$ cat src/rtl/unary_add_n.sv
// unary_add_n: N-input unary (bitstream) accumulator with unary drain.
//
// Read phase  (read_or_write=0): adds popcount(din) to the counter and flags
//   overflow on C whenever the true sum exceeds 2^CNT_W-1.
// Write phase (read_or_write=1): emits up to OUT_W ones per cycle on dout
//   (thermometer, LSB first), decrements the counter by the amount emitted and
//   pulses done on the chunk that empties it.
//
// Optional feature macro: UNARY_SAT_EN
//   defined   -> the counter saturates at 2^CNT_W-1 on overflow
//   undefined -> the counter wraps modulo 2^CNT_W (default)
//
// Ports:
//   clk           in   1       rising-edge clock
//   rst_n         in   1       asynchronous active-low reset
//   en            in   1       cycle enable; 0 holds all state and outputs
//   read_or_write in   1       0 = accumulate, 1 = drain
//   din           in   NUM_IN  one bit per input stream per cycle
//   dout          out  OUT_W   registered unary chunk
//   C             out  1       registered overflow flag for the last read
//   done          out  1       registered pulse on the final drain chunk
//   count_o       out  CNT_W   current accumulator register

module unary_add_n #(
  parameter int unsigned NUM_IN = 2,
  parameter int unsigned CNT_W  = 13,
  parameter int unsigned OUT_W  = 1
) (
  input  logic              clk,
  input  logic              rst_n,
  input  logic              en,
  input  logic              read_or_write,
  input  logic [NUM_IN-1:0] din,
  output logic [OUT_W-1:0]  dout,
  output logic              C,
  output logic              done,
  output logic [CNT_W-1:0]  count_o
);

  // Popcount needs enough bits to hold NUM_IN itself.
  localparam int unsigned PopW = $clog2(NUM_IN + 1);
  // Sum width wide enough that count + popcount never loses a carry.
  localparam int unsigned SumW = CNT_W + PopW;

  localparam logic [CNT_W-1:0] OutWC = CNT_W'(OUT_W);

  logic [CNT_W-1:0] r_count;
  logic [OUT_W-1:0] r_dout;
  logic             r_c;
  logic             r_done;

  logic [PopW-1:0]  w_pop;
  logic [SumW-1:0]  w_sum;
  logic             w_ovf;
  logic [CNT_W-1:0] w_rd_count;
  logic [CNT_W-1:0] w_take;
  logic             w_last;
  logic [OUT_W-1:0] w_therm;

  logic [CNT_W-1:0] w_count_nxt;
  logic [OUT_W-1:0] w_dout_nxt;
  logic             w_c_nxt;
  logic             w_done_nxt;

  // Read datapath ------------------------------------------------------------

  always_comb begin
    w_pop = '0;
    for (int i = 0; i < NUM_IN; i++) begin
      w_pop = w_pop + PopW'(din[i]);
    end
  end

  assign w_sum = SumW'(r_count) + SumW'(w_pop);
  // Any bit above the counter width means the true sum exceeds the max count.
  assign w_ovf = |w_sum[SumW-1:CNT_W];

`ifdef UNARY_SAT_EN
  assign w_rd_count = w_ovf ? {CNT_W{1'b1}} : w_sum[CNT_W-1:0];
`else
  assign w_rd_count = w_sum[CNT_W-1:0];
`endif

  // Write datapath -----------------------------------------------------------

  // Amount drained this cycle: min(count, OUT_W). A zero count drains nothing.
  assign w_take = (r_count <= OutWC) ? r_count : OutWC;
  assign w_last = (r_count != '0) && (r_count <= OutWC);

  // Lane i is lit iff more than i units remain, which gives min(count, OUT_W)
  // ones packed from the LSB.
  always_comb begin
    w_therm = '0;
    for (int i = 0; i < OUT_W; i++) begin
      w_therm[i] = (r_count > CNT_W'(i));
    end
  end

  // Next state ---------------------------------------------------------------

  always_comb begin
    w_count_nxt = r_count;
    w_dout_nxt  = '0;
    w_c_nxt     = 1'b0;
    w_done_nxt  = 1'b0;
    if (read_or_write) begin
      w_count_nxt = r_count - w_take;
      w_dout_nxt  = w_therm;
      w_done_nxt  = w_last;
    end else begin
      w_count_nxt = w_rd_count;
      w_c_nxt     = w_ovf;
    end
  end

  always_ff @(posedge clk or negedge rst_n) begin
    if (!rst_n) begin
      r_count <= '0;
      r_dout  <= '0;
      r_c     <= 1'b0;
      r_done  <= 1'b0;
    end else if (en) begin
      r_count <= w_count_nxt;
      r_dout  <= w_dout_nxt;
      r_c     <= w_c_nxt;
      r_done  <= w_done_nxt;
    end
  end

  assign dout    = r_dout;
  assign C       = r_c;
  assign done    = r_done;
  assign count_o = r_count;

endmodule

$ cat config.mk
export PLATFORM = sky130hd
export DESIGN_NAME = unary_add_n
export DESIGN_NICKNAME = d
export VERILOG_FILES = /design/src/rtl/unary_add_n.sv
export SDC_FILE = /design/constraint.sdc
export NUM_CORES = 1
export LEC_CHECK = 0
export CORE_MARGIN = 2
export CORE_UTILIZATION = 40
export CTS_CLUSTER_DIAMETER = 100
export DETAILED_ROUTE_END_ITERATION = 8
export PLACE_DENSITY_LB_ADDON = 0.08
export REMOVE_ABC_BUFFERS = 1
export SYNTH_ARGS = -nofsm -noshare
export SYNTH_HDL_FRONTEND = slang
export SYNTH_SLANG_ARGS = --single-unit
$ cat constraint.sdc
create_clock -name clk -period 1.8 [get_ports clk]
set_input_delay 0.18 -clock clk [delete_from_list [all_inputs] [get_ports clk]]
set_output_delay 0.18 -clock clk [all_outputs]
set_load 0.05 [all_outputs]
==> impl_metrics.tcl, run 1 <==
set metrics [dict create \
    netlist_instances 120 \
    finClkSkew_ns 0.00194 \
    initial_utilization_pct 43.2 \
    crit_family "simple AND/OR/NAND/NOR gates" \
    port_buffers 21 \
    n_antenna_cell 0 \
    synth_seq_cells 16 \
    final-hold-violation-count 0 \
    cts_made_buffers 3 \
    worstPathCellList "inv_2 -> fa_2 -> or4bb_4 -> nor3_4 -> o21ai_1 -> xnor2_1" \
    yosysWarnings 0 \
    cp_max_fo 3 \
    setup_slack_ns -0.0324 \
    p_comb_share_pct 66.3 \
    switchingPower_mw 1.30 \
    relSlewSlack_pct 67.1 \
    p_leak_nw 0.687 \
    maxCapViolCount 0 \
    clock.fmax_mhz 546 \
    dp_cells 186 \
    drtIter0Drc 24 \
    grt_pass1_vias 1029 \
    fin_cells 193 \
    end_kind "register" \
    track_usage_pct 20.1 \
    worst-endpoint-required_ns 2.00 \
    fin_nets 173 \
    cts.path.max_buffers 2 \
    place_hpwl_um 2020 \
    cts-htree-levels 1 \
    die_y_um 56.2 \
    cts_sinks 16 \
    grt_setup_unrepaired "true" \
    seq_power_share_pct 23.8 \
    p_int_mw 1.27 \
    postRouteAntennaNets 0 \
    final_max_slew_viol_count 0 \
    netlist_area_mm2 0.00109 \
    finalCritPeriodShare_pct 102 \
    setup_viol 2 \
    area_growth_pct 48.6 \
    grt-ovfl-total 0 \
    cts_hold_buf 0 \
    failed_checks "negative setup slack" \
    slowest_stage "or4bb_4" \
    drive_above_1_share_pct 39.9 \
    totalWireLength_um 2940 \
    placed_cell_area_mm2 0.00143 \
    irDropWorstVdd_uv 1190 \
    die_x_um 56.2 \
    syn_area_per_cell_um2 9.07 \
    pin_count 22 \
    clock_latency_ns 0.30 \
    clockPowerShare_pct 9.9 \
    first_pass_iters 5 \
    synth_top_area_cell "dfrtp_1" \
    cellPowerDensity_mw_per_mm2 1590 \
    layout_common_cells "35 x buf_4, 16 x dfrtp_1, 8 x nor2_1, 8 x clkdlybuf4s50_1" \
    die_area_mm2 0.00315 \
    vias 1096 \
    rr_worst_depth 6 \
    final.min_clock_period_ns 1.83 \
    cp-start-kind "register" \
    antenna_found_initial 0 \
    hold_path_class "in2async" \
    gp_congestion 0.849 \
    critPathKind "reg2reg" \
    row_count 18 \
    ys_types 40 \
    core_region_area_mm2 0.00252 \
    tritoncts "yes" \
    critPathBufInv 1 \
    cts.clk_slew.worst_paths_ns 0.10 \
    wl_per_cell_um 15.3 \
    synth_top_area_share_pct 36.8 \
    worst-endpoint-arrival_ns 2.03 \
    via_per_inst 5.68 \
    drcViolationCount 0 \
    ys_seq_area_share_pct 36.8 \
    max_stage_delay_ns 0.57 \
    final_common_cell "buf_4" \
    fin_area_mm2 0.00162 \
    grt_max_degree 17 \
    synth_area_leaders "dfrtp_1 37%, xnor2_1 5.6%, o21ai_0 3.7%" \
    status "finished, violations left" \
    grt_pass1_wl_um 4900 \
    tightest_slew_ns 0.493 \
    cts-root-buf "clkbuf_4" \
    swShare_pct 50.6 \
    crit_cells 6 \
]
## area by class of cell
class | count | area, um^2
clock buffers | 4 | 36.3
fillers | 233 | 905
inverters | 9 | 33.8
multi-input cells | 88 | 736
flip-flops and latches | 16 | 400
well taps | 30 | 37.5
repair buffers | 46 | 374
## cell families (layout without fill, tap and decap cells)
group | after synthesis | in the layout | share of synthesized area (%)
simple gates | 53 | 53 | 32.0
xor+xnor | 9 | 9 | 7.24
mux | 1 | 1 | 0.920
compound gates | 22 | 22 | 11.7
flops | 16 | 16 | 36.8
fa+ha+maj | 3 | 3 | 4.14
buf+inv | 16 | 59 | 7.24
## sequential cells by signal, summed over array words and instances, names as in the netlist
signal,cells
dout,1
count_o,13
done,1
C,1
## per-layer routing
layer | GRT usage (%) | up-vias | share of wire (%)
met2 | 30.9 | 36 | 49
met5 | 0 | - | 0
li1 | - | 519 | -
met4 | 10.2 | 0 | 1.7
met1 | 26.0 | 536 | 44
met3 | 5.12 | 5 | 5.6
## synth_stat cells
| cell | instances |
|---|---|
| dfrtp_1 | 16 |
| inv_1 | 9 |
| nor2_1 | 9 |
| o21ai_0 | 8 |
| xnor2_1 | 7 |
| nand2_1 | 5 |
| nand3_1 | 5 |
| nor4_1 | 4 |
| a21oi_1 | 3 |
| buf_2 | 3 |
| nand4_1 | 3 |
| nor3_1 | 3 |
| nor3b_1 | 3 |
| nor4_2 | 3 |
| o21ai_1 | 3 |
| a211oi_1 | 2 |
| and3_1 | 2 |
| and4_1 | 2 |
| buf_6 | 2 |
| clkbuf_1 | 2 |
| ha_1 | 2 |
| nand2b_1 | 2 |
| nor2b_1 | 2 |
| o31ai_1 | 2 |
| or4_1 | 2 |
| xor2_1 | 2 |
| a22oi_1 | 1 |
| a31oi_1 | 1 |
| and4b_1 | 1 |
| and4bb_2 | 1 |
| fa_1 | 1 |
| mux2i_1 | 1 |
| nand3b_1 | 1 |
| nor3_2 | 1 |
| nor4bb_1 | 1 |
| o211ai_1 | 1 |
| o22ai_1 | 1 |
| or2_2 | 1 |
| or4b_4 | 1 |
| or4bb_1 | 1 |
## final timing paths
check                                            start                endpoint  slack, ns
worst max-delay path            count_o[0]$_DFFE_PN0P_  count_o[7]$_DFFE_PN0P_      -0.03
worst min-delay path                             rst_n           C$_DFFE_PN0P_       0.19
worst max register to register  count_o[0]$_DFFE_PN0P_  count_o[7]$_DFFE_PN0P_      -0.03
worst min register to register        dout$_DFFE_PN0P_        dout$_DFFE_PN0P_       0.52
max in group asynchronous                        rst_n  count_o[3]$_DFFE_PN0P_       1.42
min in group clk                      dout$_DFFE_PN0P_        dout$_DFFE_PN0P_       0.52
## power groups by stage
stage | Combinational, mW | Clock (mW) | Sequential, mW
4_1_cts | 1.57 | 0.266 | 0.608
6_report | 1.70 | 0.255 | 0.610
2_1_floorplan | 0.357 | 0 | 1.14
3_5_place_dp | 1.54 | 0 | 0.573
5_1_grt | 1.82 | 0.283 | 0.630
3_3_place_gp | 1.53 | 0 | 0.571
## metrics by stage
stage / TNS, ns / total power [mW] / hold slack, ns / setup slack (ns) / utilization [%]
after CTS: -0.0353 / 2.44 / 0.185 / -0.0309 / 60.2
after global routing: -0.620 / 2.74 / 0.201 / -0.0985 / 64.1
final: -0.0462 / 2.57 / 0.189 / -0.0324 / 64.1
after detailed placement: -3.40 / 2.11 / 0.522 / -0.463 / 56.5
after global placement: -3.16 / 2.10 / 0.511 / -0.412 / 56.5
after floorplan: -4.18 / 1.49 / -0.116 / -0.493 / -
## repair_timing
action / CTS / global route
endpoints found under the hold margin: 0 / 0
resized for setup: 10 / 22
setup endpoints to repair: 8 / 11
setup buffers: 3 / 0
pin swaps: 5 / 13
(Power assumes the default switching activity.)
==> run 2: changes to the inputs <==
Settings changed: TNS_END_PERCENT from default to 5.
==> impl_metrics.tcl, run 2 (synthesis gave the netlist of run 1 again) <==
set metrics [dict create \
    fin_nets 170 \
    fin_util_pct 62.5 \
    r2r_start "count_o[0]$_DFFE_PN0P_" \
    clock_latency_ns 0.30 \
    cts_made_buffers 3 \
    critPathKind "reg2reg" \
    cts.clk_slew.worst_paths_ns 0.10 \
    grt_pass1_wl_um 4790 \
    totalWireLength_um 2960 \
    port_buffers 21 \
    pin_count 22 \
    tightest_slew_ns 0.496 \
    rrSetupSlack_ns -0.03 \
    vias 1091 \
    swShare_pct 50.7 \
    cts-root-buf "clkbuf_4" \
    grt_setup_unrepaired "true" \
    fillCellCount 234 \
    place_hpwl_um 2020 \
    area_growth_pct 44.9 \
    cts-htree-levels 1 \
    die_area_mm2 0.00315 \
    cts_hold_buf 0 \
    layout_common_cells "34 x buf_4, 16 x dfrtp_1, 8 x nor2_1, 8 x clkdlybuf4s50_1" \
    irDropWorstVdd_uv 1330 \
    cp_max_fo 3 \
    final_max_slew_viol_count 0 \
    tritoncts "yes" \
    via_per_inst 5.74 \
    worst-endpoint-arrival_ns 2.03 \
    seq_power_share_pct 23.9 \
    drtIter0Drc 22 \
    core_region_area_mm2 0.00252 \
    clockPowerShare_pct 10.0 \
    row_count 18 \
    maxCapViolCount 0 \
    p_comb_share_pct 66.1 \
    drive_above_1_share_pct 38.1 \
    die_y_um 56.2 \
    grt-ovfl-total 0 \
    postRouteAntennaNets 0 \
    cp-start-kind "register" \
    initial_utilization_pct 43.2 \
    grt_max_degree 17 \
    finalCritPeriodShare_pct 101 \
    final_common_cell "buf_4" \
    multi_input_area_um2 722 \
    hold_path_class "in2async" \
    fin_cells 190 \
    track_usage_pct 19.6 \
    switchingPower_mw 1.29 \
    relSlewSlack_pct 66.9 \
    regArea_um2 400 \
    final.min_clock_period_ns 1.83 \
    status "finished, violations left" \
    p_leak_nw 0.686 \
    worstReg2RegEnd "count_o[7]$_DFFE_PN0P_" \
    p_int_mw 1.25 \
    final-hold-violation-count 0 \
    drcViolationCount 0 \
    antenna_found_initial 0 \
    cts_sinks 16 \
    worst-endpoint-required_ns 2.00 \
    dp_cells 186 \
    finClkSkew_ns 0.00108 \
    rr_worst_depth 6 \
    die_x_um 56.2 \
    cellPowerDensity_mw_per_mm2 1610 \
    cts.path.max_buffers 2 \
    first_pass_iters 4 \
    wl_per_cell_um 15.6 \
    clock.fmax_mhz 548 \
    grt_pass1_vias 1002 \
    setup_viol 2 \
    largest_reg_flops 13 \
    end_kind "register" \
    failed_checks "negative setup slack" \
    gp_congestion 0.849 \
    setup_slack_ns -0.0257 \
    n_antenna_cell 0 \
]
run 2: cell types whose count changed in the layout (fill, tap and decap cells not counted), sizes merged:
cell	change
dlymetal6s2s	+1
buf	-3
dlygate4sd2	-1
run 2: how the worst max path moves through the flow:
stage / start / endpoint / slack (ns) / cells past startpoint
floorplan: count_o[0]$_DFFE_PN0P_ / count_o[7]$_DFFE_PN0P_ / -0.49 / 6
global placement: din[0] / count_o[7]$_DFFE_PN0P_ / -0.41 / 7
detailed placement: din[0] / count_o[7]$_DFFE_PN0P_ / -0.46 / 7
CTS: count_o[6]$_DFFE_PN0P_ / count_o[12]$_DFFE_PN0P_ / -0.03 / 9
global route: count_o[6]$_DFFE_PN0P_ / count_o[9]$_DFFE_PN0P_ / -0.10 / 5
finish: count_o[0]$_DFFE_PN0P_ / count_o[7]$_DFFE_PN0P_ / -0.03 / 6
run 2: worst max-delay path, cell delays in order (launching register included):
cell     delay [ns]
dfrtp_1        0.37
inv_2          0.06
fa_2           0.38
or4bb_4        0.57
nor3_4         0.13
o21ai_1        0.08
xnor2_1        0.13
run 2: layer usage:
metal  part of all wire [%]  GRT usage (%)  vias up
met5                      0              0        -
met4                    1.7           8.84        0
met1                     43           26.0      538
li1                       -              -      515
met3                    5.6           5.12        5
met2                     50           29.9       33
run 2: final cells by class:
cell class | count | area share [%]
clock buffers | 4 | 2.30
flip-flops and latches | 16 | 25.4
inverters | 9 | 2.14
multi-input cells | 88 | 45.8
well taps | 30 | 2.38
repair buffers | 43 | 22.0
run 2: power by group through the flow:
stage	registers (mW)	logic, mW	clock network (mW)
floorplan	1.14	0.357	0
CTS	0.606	1.57	0.266
finish	0.608	1.68	0.254
global route	0.627	1.79	0.283
detailed placement	0.573	1.54	0
global placement	0.571	1.53	0
run 2: repair_timing:
| action | 4_1_cts | 5_1_grt |
|---|---|---|
| gates resized for setup | 8 | 19 |
| pin swaps | 4 | 9 |
| hold endpoints to repair | 0 | 0 |
| setup endpoints to repair | 8 | 10 |
| buffers inserted | 0 | 0 |
run 2: metrics by stage:
| stage | instance area, um^2 | setup WS, ns | total power, mW | hold WS (ns) | setup TNS (ns) |
|---|---|---|---|---|---|
| after detailed placement | 1430 | -0.463 | 2.11 | 0.522 | -3.40 |
| final | 1580 | -0.0257 | 2.54 | 0.190 | -0.0324 |
| after CTS | 1500 | -0.0308 | 2.44 | 0.185 | -0.0612 |
| after global placement | 1430 | -0.412 | 2.10 | 0.511 | -3.16 |
| after floorplan | 1040 | -0.493 | 1.49 | -0.116 | -4.18 |
| after global routing | 1580 | -0.101 | 2.70 | 0.201 | -0.575 |
==> run 3: changes to the inputs <==
Settings changed: CAP_MARGIN from default to 30.
==> results of run 3 <==
No change in the layout: final DEF, timing and power equal those of run 2.
==> edit 1: new RTL, flow settings as in run 3 <==
Make the reset (`rst_n`) synchronous in one clocked block. Comments in the files are not updated.
--- a/src/rtl/unary_add_n.sv
+++ b/src/rtl/unary_add_n.sv
@@ -115,3 +115,3 @@
 
-  always_ff @(posedge clk or negedge rst_n) begin
+  always_ff @(posedge clk) begin
     if (!rst_n) begin
Function: differs if rst_n is asserted again (counterexample within 4 cycles, from zero or initial values and one cycle with rst_n low); with rst_n held inactive, the same outputs for 10 cycles.
==> edit 1 against run 3 <==
The flow still finishes with violations (setup timing); sequential cell count unchanged; synthesized area decreased by 0.80%; wire length increased by 6.3%; total power decreased by 23%; sequential share of layout area decreased by 5.0 points; global-route usage increased by 0.92 points; non-clock buffer count increased by 9; fmax decreased by 21%; clock power decreased by 19%; sequential power decreased by 26%; setup slack got worse by 0.47 ns; via count increased by 8.7%; design area increased by 0.24%.
==> edit 1: results (changes against run 3) <==
| Metric | Value |
|---|---|
| Final setup fails | `13 (+11)` |
| Gr usage total | `20.56% (+0.92 points)` |
| Number of fill cells | `247 (+5.6%)` |
| Via count | `1,186 (+8.7%)` |
| Post-synthesis xor/xnor area fraction | `0.8111% (-6.4 points)` |
| Slew HR | `66.45% (-0.42 points)` |
| Failing checks | `setup timing` |
| Leak | `0.7467 nW (+8.8%)` |
| Post-Place Cell Area | `0.001499 mm² (+5.1%)` |
| Status | `finished with violations` |
| Sequential-to-total area share from yosys stat | `29.66% (-7.1 points)` |
| Area delta synth->final | `46.47%` |
| Layout cell share with drive strength beyond 1 | `31.67% (-6.5 points)` |
| WHS | `0.4712 ns (+0.2810 ns)` |
| Multiplexer share of the synthesized area | `6.489% (+5.6 points)` |
| Place WS | `-0.5535 ns (-0.09027 ns)` |
| Nets | `191 (+12%)` |
| Worst Hold Class | `flip-flop to flip-flop` |
| Avg Inst Size Synth | `8.180 µm² (-9.8%)` |
| Leading post-synthesis cells by cell area | `dfxtp_1 30%, mux2i_1 6.5%, nand2_1 4.9%` |
| Detailed placement HPWL | `2.361 mm (+17%)` |
| Reg2reg start | `count_o[10]$_SDFFE_PN0P_` |
| Setup TNS Final | `-3.390 ns (-3.358 ns)` |
| Synth unique cells | `45 (+13%)` |
| Wire per inst | `15.00 µm (-3.8%)` |
| Reg-to-Reg End | `count_o[10]$_SDFFE_PN0P_` |
| Maximum number of pins on one net before global-route repair | `13 (-4)` |
| GPL Wtd Cong | `0.7757 (-8.6%)` |
| Final setup margin | `-0.4977 ns (-0.4720 ns)` |
| Adder-cell share of the synthesized area | `4.171% (+0.034 points)` |
| Worst path arrival time | `2.51 ns (+0.48 ns)` |
| Top post-synthesis cells by count | `16 x dfxtp_1, 14 x nand2_1, 7 x inv_1, 7 x mux2i_1, 7 x nor2_1` |
| Critical path startpoint | `count_o[10]$_SDFFE_PN0P_` |
[edit 1: per-layer routing]
metal	up-vias	GRT usage, %	share of wire, %
li1	591	-	-
met1	553	28.90	49
met4	0	7.823	1.7
met3	6	2.791	4.0
met5	-	0	0
met2	36	31.97	46
[edit 1: final cells by class]
| class | count | area share (%) |
|---|---|---|
| Tap cell | 30 | 2.373 |
| Sequential cell | 16 | 20.41 |
| Clock buffer | 3 | 1.424 |
| Inverter | 7 | 1.661 |
| Multi-Input combinational cell | 102 | 46.52 |
| Timing Repair Buffer | 52 | 27.61 |
[edit 1: repair_timing]
item | CTS | global route
pin swaps | 9 | 1
resized for setup | 8 | 7
buffers inserted | 1 | 0
setup endpoints to repair | 14 | 18
[edit 1: power breakdown]
part | switching (mW) | internal (mW) | total [mW] | leakage, nW
logic | 0.711 | 0.590 | 1.30 | 0.602
registers | 0.0298 | 0.418 | 0.448 | 0.131
clock network | 0.129 | 0.0780 | 0.207 | 0.0138
total | 0.870 | 1.09 | 1.96 | 0.747
==> edit 2: new RTL, config.mk and constraints of run 3 <==
Without the edit above. Add a define of `UNARY_SAT_EN`.
--- a/src/rtl/unary_add_n.sv
+++ b/src/rtl/unary_add_n.sv
@@ -22,2 +22,4 @@
 //   count_o       out  CNT_W   current accumulator register
+
+`define UNARY_SAT_EN
 
Check against the original RTL: no difference found for any inputs over 10 cycles, from zero or initial values and one cycle with rst_n low; that may be too few to reach the edited logic, so the function may still have changed.
==> edit 2 against run 3 <==
The run still ends with setup timing left; setup slack worse by 0.052 ns; design area is 29% higher; sequential share of layout area is 5.8 points lower; total power is 6.6% lower; synthesized cell count is 41% higher; synthesized area is 29% higher; wire length is 59% higher; sequential power is 13% lower; sequential cell count stayed put; critical endpoint is now count_o[4]$_DFFE_PN0P_.
==> edit 2: results (changes against run 3) <==
| Metric | Value |
|---|---|
| Failing checks | `setup timing` |
| Internal cell power | `1.192 mW (-4.9%)` |
| Final setup fails | `9 (+7)` |
| Power Clock | `255 µW (about the same)` |
| Worst-margin pin slew | `0.4890 ns (-0.007199 ns)` |
| Reg2reg start | `count_o[0]$_DFFE_PN0P_` |
| Clock Skews | `0.002788 ns (+0.001707 ns)` |
| Multiplexer share of the synthesized area | `1.422% (+0.50 points)` |
| GPL Wtd Cong | `0.9306 (+9.6%)` |
| GR Layer Usage met2 | `40.79% (+11 points)` |
| Adder-cell share of the synthesized area | `3.200% (-0.94 points)` |
| Reg-to-Reg End | `count_o[4]$_DFFE_PN0P_` |
| WHS | `0.2085 ns (+0.01828 ns)` |
| Number of fill cells | `294 (+26%)` |
| Critical-path maximum fanout | `5 (+2)` |
| Detailed placement HPWL | `3.554 mm (+76%)` |
| Layout cell share with drive strength beyond 1 | `38.53% (+0.41 points)` |
| Global-route wire length before repair | `7.969 mm (+66%)` |
| Met1 Track Usage GR | `34.67% (+8.7 points)` |
| Status | `finished with violations` |
| Place WS | `-0.5170 ns (-0.05374 ns)` |
| Final setup margin | `-0.07738 ns (-0.05165 ns)` |
| Synth unique cells | `54 (+35%)` |
| GR Util met3 | `3.393% (-1.7 points)` |
| Top post-synthesis cells by count | `16 x dfrtp_1, 11 x clkbuf_1, 9 x inv_1, 9 x nand2_1, 9 x nand4_1` |
| Nets | `228 (+34%)` |
| Vias in the first global route | `1,616 (+61%)` |
| Leak | `0.8563 nW (+25%)` |
| Port bufs | `21 (unchanged)` |
| Postcts setup bufs | `3 (+3)` |
| Resized cells post-CTS | `17 (+9)` |
| Clock root cell | `clkbuf_4` |
| Routed wire length | `4.706 mm (+59%)` |
| Maximum number of pins on one net before global-route repair | `17 (unchanged)` |
| Via density | `6.170 (+7.5%)` |
| Post-synthesis xor/xnor area fraction | `0% (-7.2 points)` |
| Setup TNS Final | `-0.4139 ns (-0.3815 ns)` |
| Leading post-synthesis cells by cell area | `dfrtp_1 28%, nand4_1 4.0%, nor4_4 3.0%` |
| Drt first-iter violations | `152 (+590%)` |
| Net Sw Frac | `49.84% (-0.86 points)` |
| Seq power | `532 µW (-13%)` |
| Sequential-to-total area share from yosys stat | `28.44% (-8.3 points)` |
| Synth Area in Compound Gates | `26.49% (+15 points)` |
| Gr usage total | `24.99% (+5.3 points)` |
| VDD IR max | `654.1 µV (-51%)` |
[edit 2: cell count changes after synthesis, moves of 4 or more]
cell,delta
xnor2_1,-7
or3_1,+4
nor3_1,+5
o21ai_0,-4
nand2_1,+4
clkbuf_1,+9
nand4_1,+6
[edit 2: cells by family after synthesis]
family / Yosys count
multiplexers: 2
buffers and inverters: 27
AO/OA/AOI/OAI: 48
flip-flops: 16
AND/OR/NAND/NOR: 73
adder cells (fa/ha/maj): 3
[edit 2: worst max-delay path: stages (launching register included)]
cell and delay [ns]:
dfrtp_1 0.41, buf_4 0.15, a41o_1 0.24, ha_4 0.19, or4_4 0.42, a211o_1 0.29
o21ai_2 0.11
[edit 2: layout make-up]
class,count,share of cell area [%]
Inverter,10,1.839
Sequential cell,16,19.62
Multi-Input combinational cell,126,49.23
Tap cell,46,2.820
Timing Repair Buffer,62,24.71
Clock buffer,4,1.778
[edit 2: stage by stage]
stage                     std cells  instance area, µm²
after floorplan                 152                1331
after global placement          258                1859
after detailed placement        258                1859
after CTS                       264                1988
after global routing            264                2041
final                           264                2041
[edit 2: layer usage]
metal	share of wire, %	routed length (µm)
met3	8.4	395
met4	1.3	59
met2	49	2289
met1	42	1962
met5	0	0
[edit 2: how the worst max path moves through the flow]
stage                                start                      end  slack (ns)  cells after the start
global placement                    din[0]   count_o[9]$_DFFE_PN0P_       -0.54                      8
CTS                 count_o[0]$_DFFE_PN0P_  count_o[12]$_DFFE_PN0P_       -0.07                      8
floorplan           count_o[0]$_DFFE_PN0P_  count_o[12]$_DFFE_PN0P_       -0.65                      8
detailed placement                  din[0]  count_o[11]$_DFFE_PN0P_       -0.52                      7
global route        count_o[0]$_DFFE_PN0P_  count_o[12]$_DFFE_PN0P_       -0.15                      8
finish              count_o[0]$_DFFE_PN0P_   count_o[4]$_DFFE_PN0P_       -0.08                      6
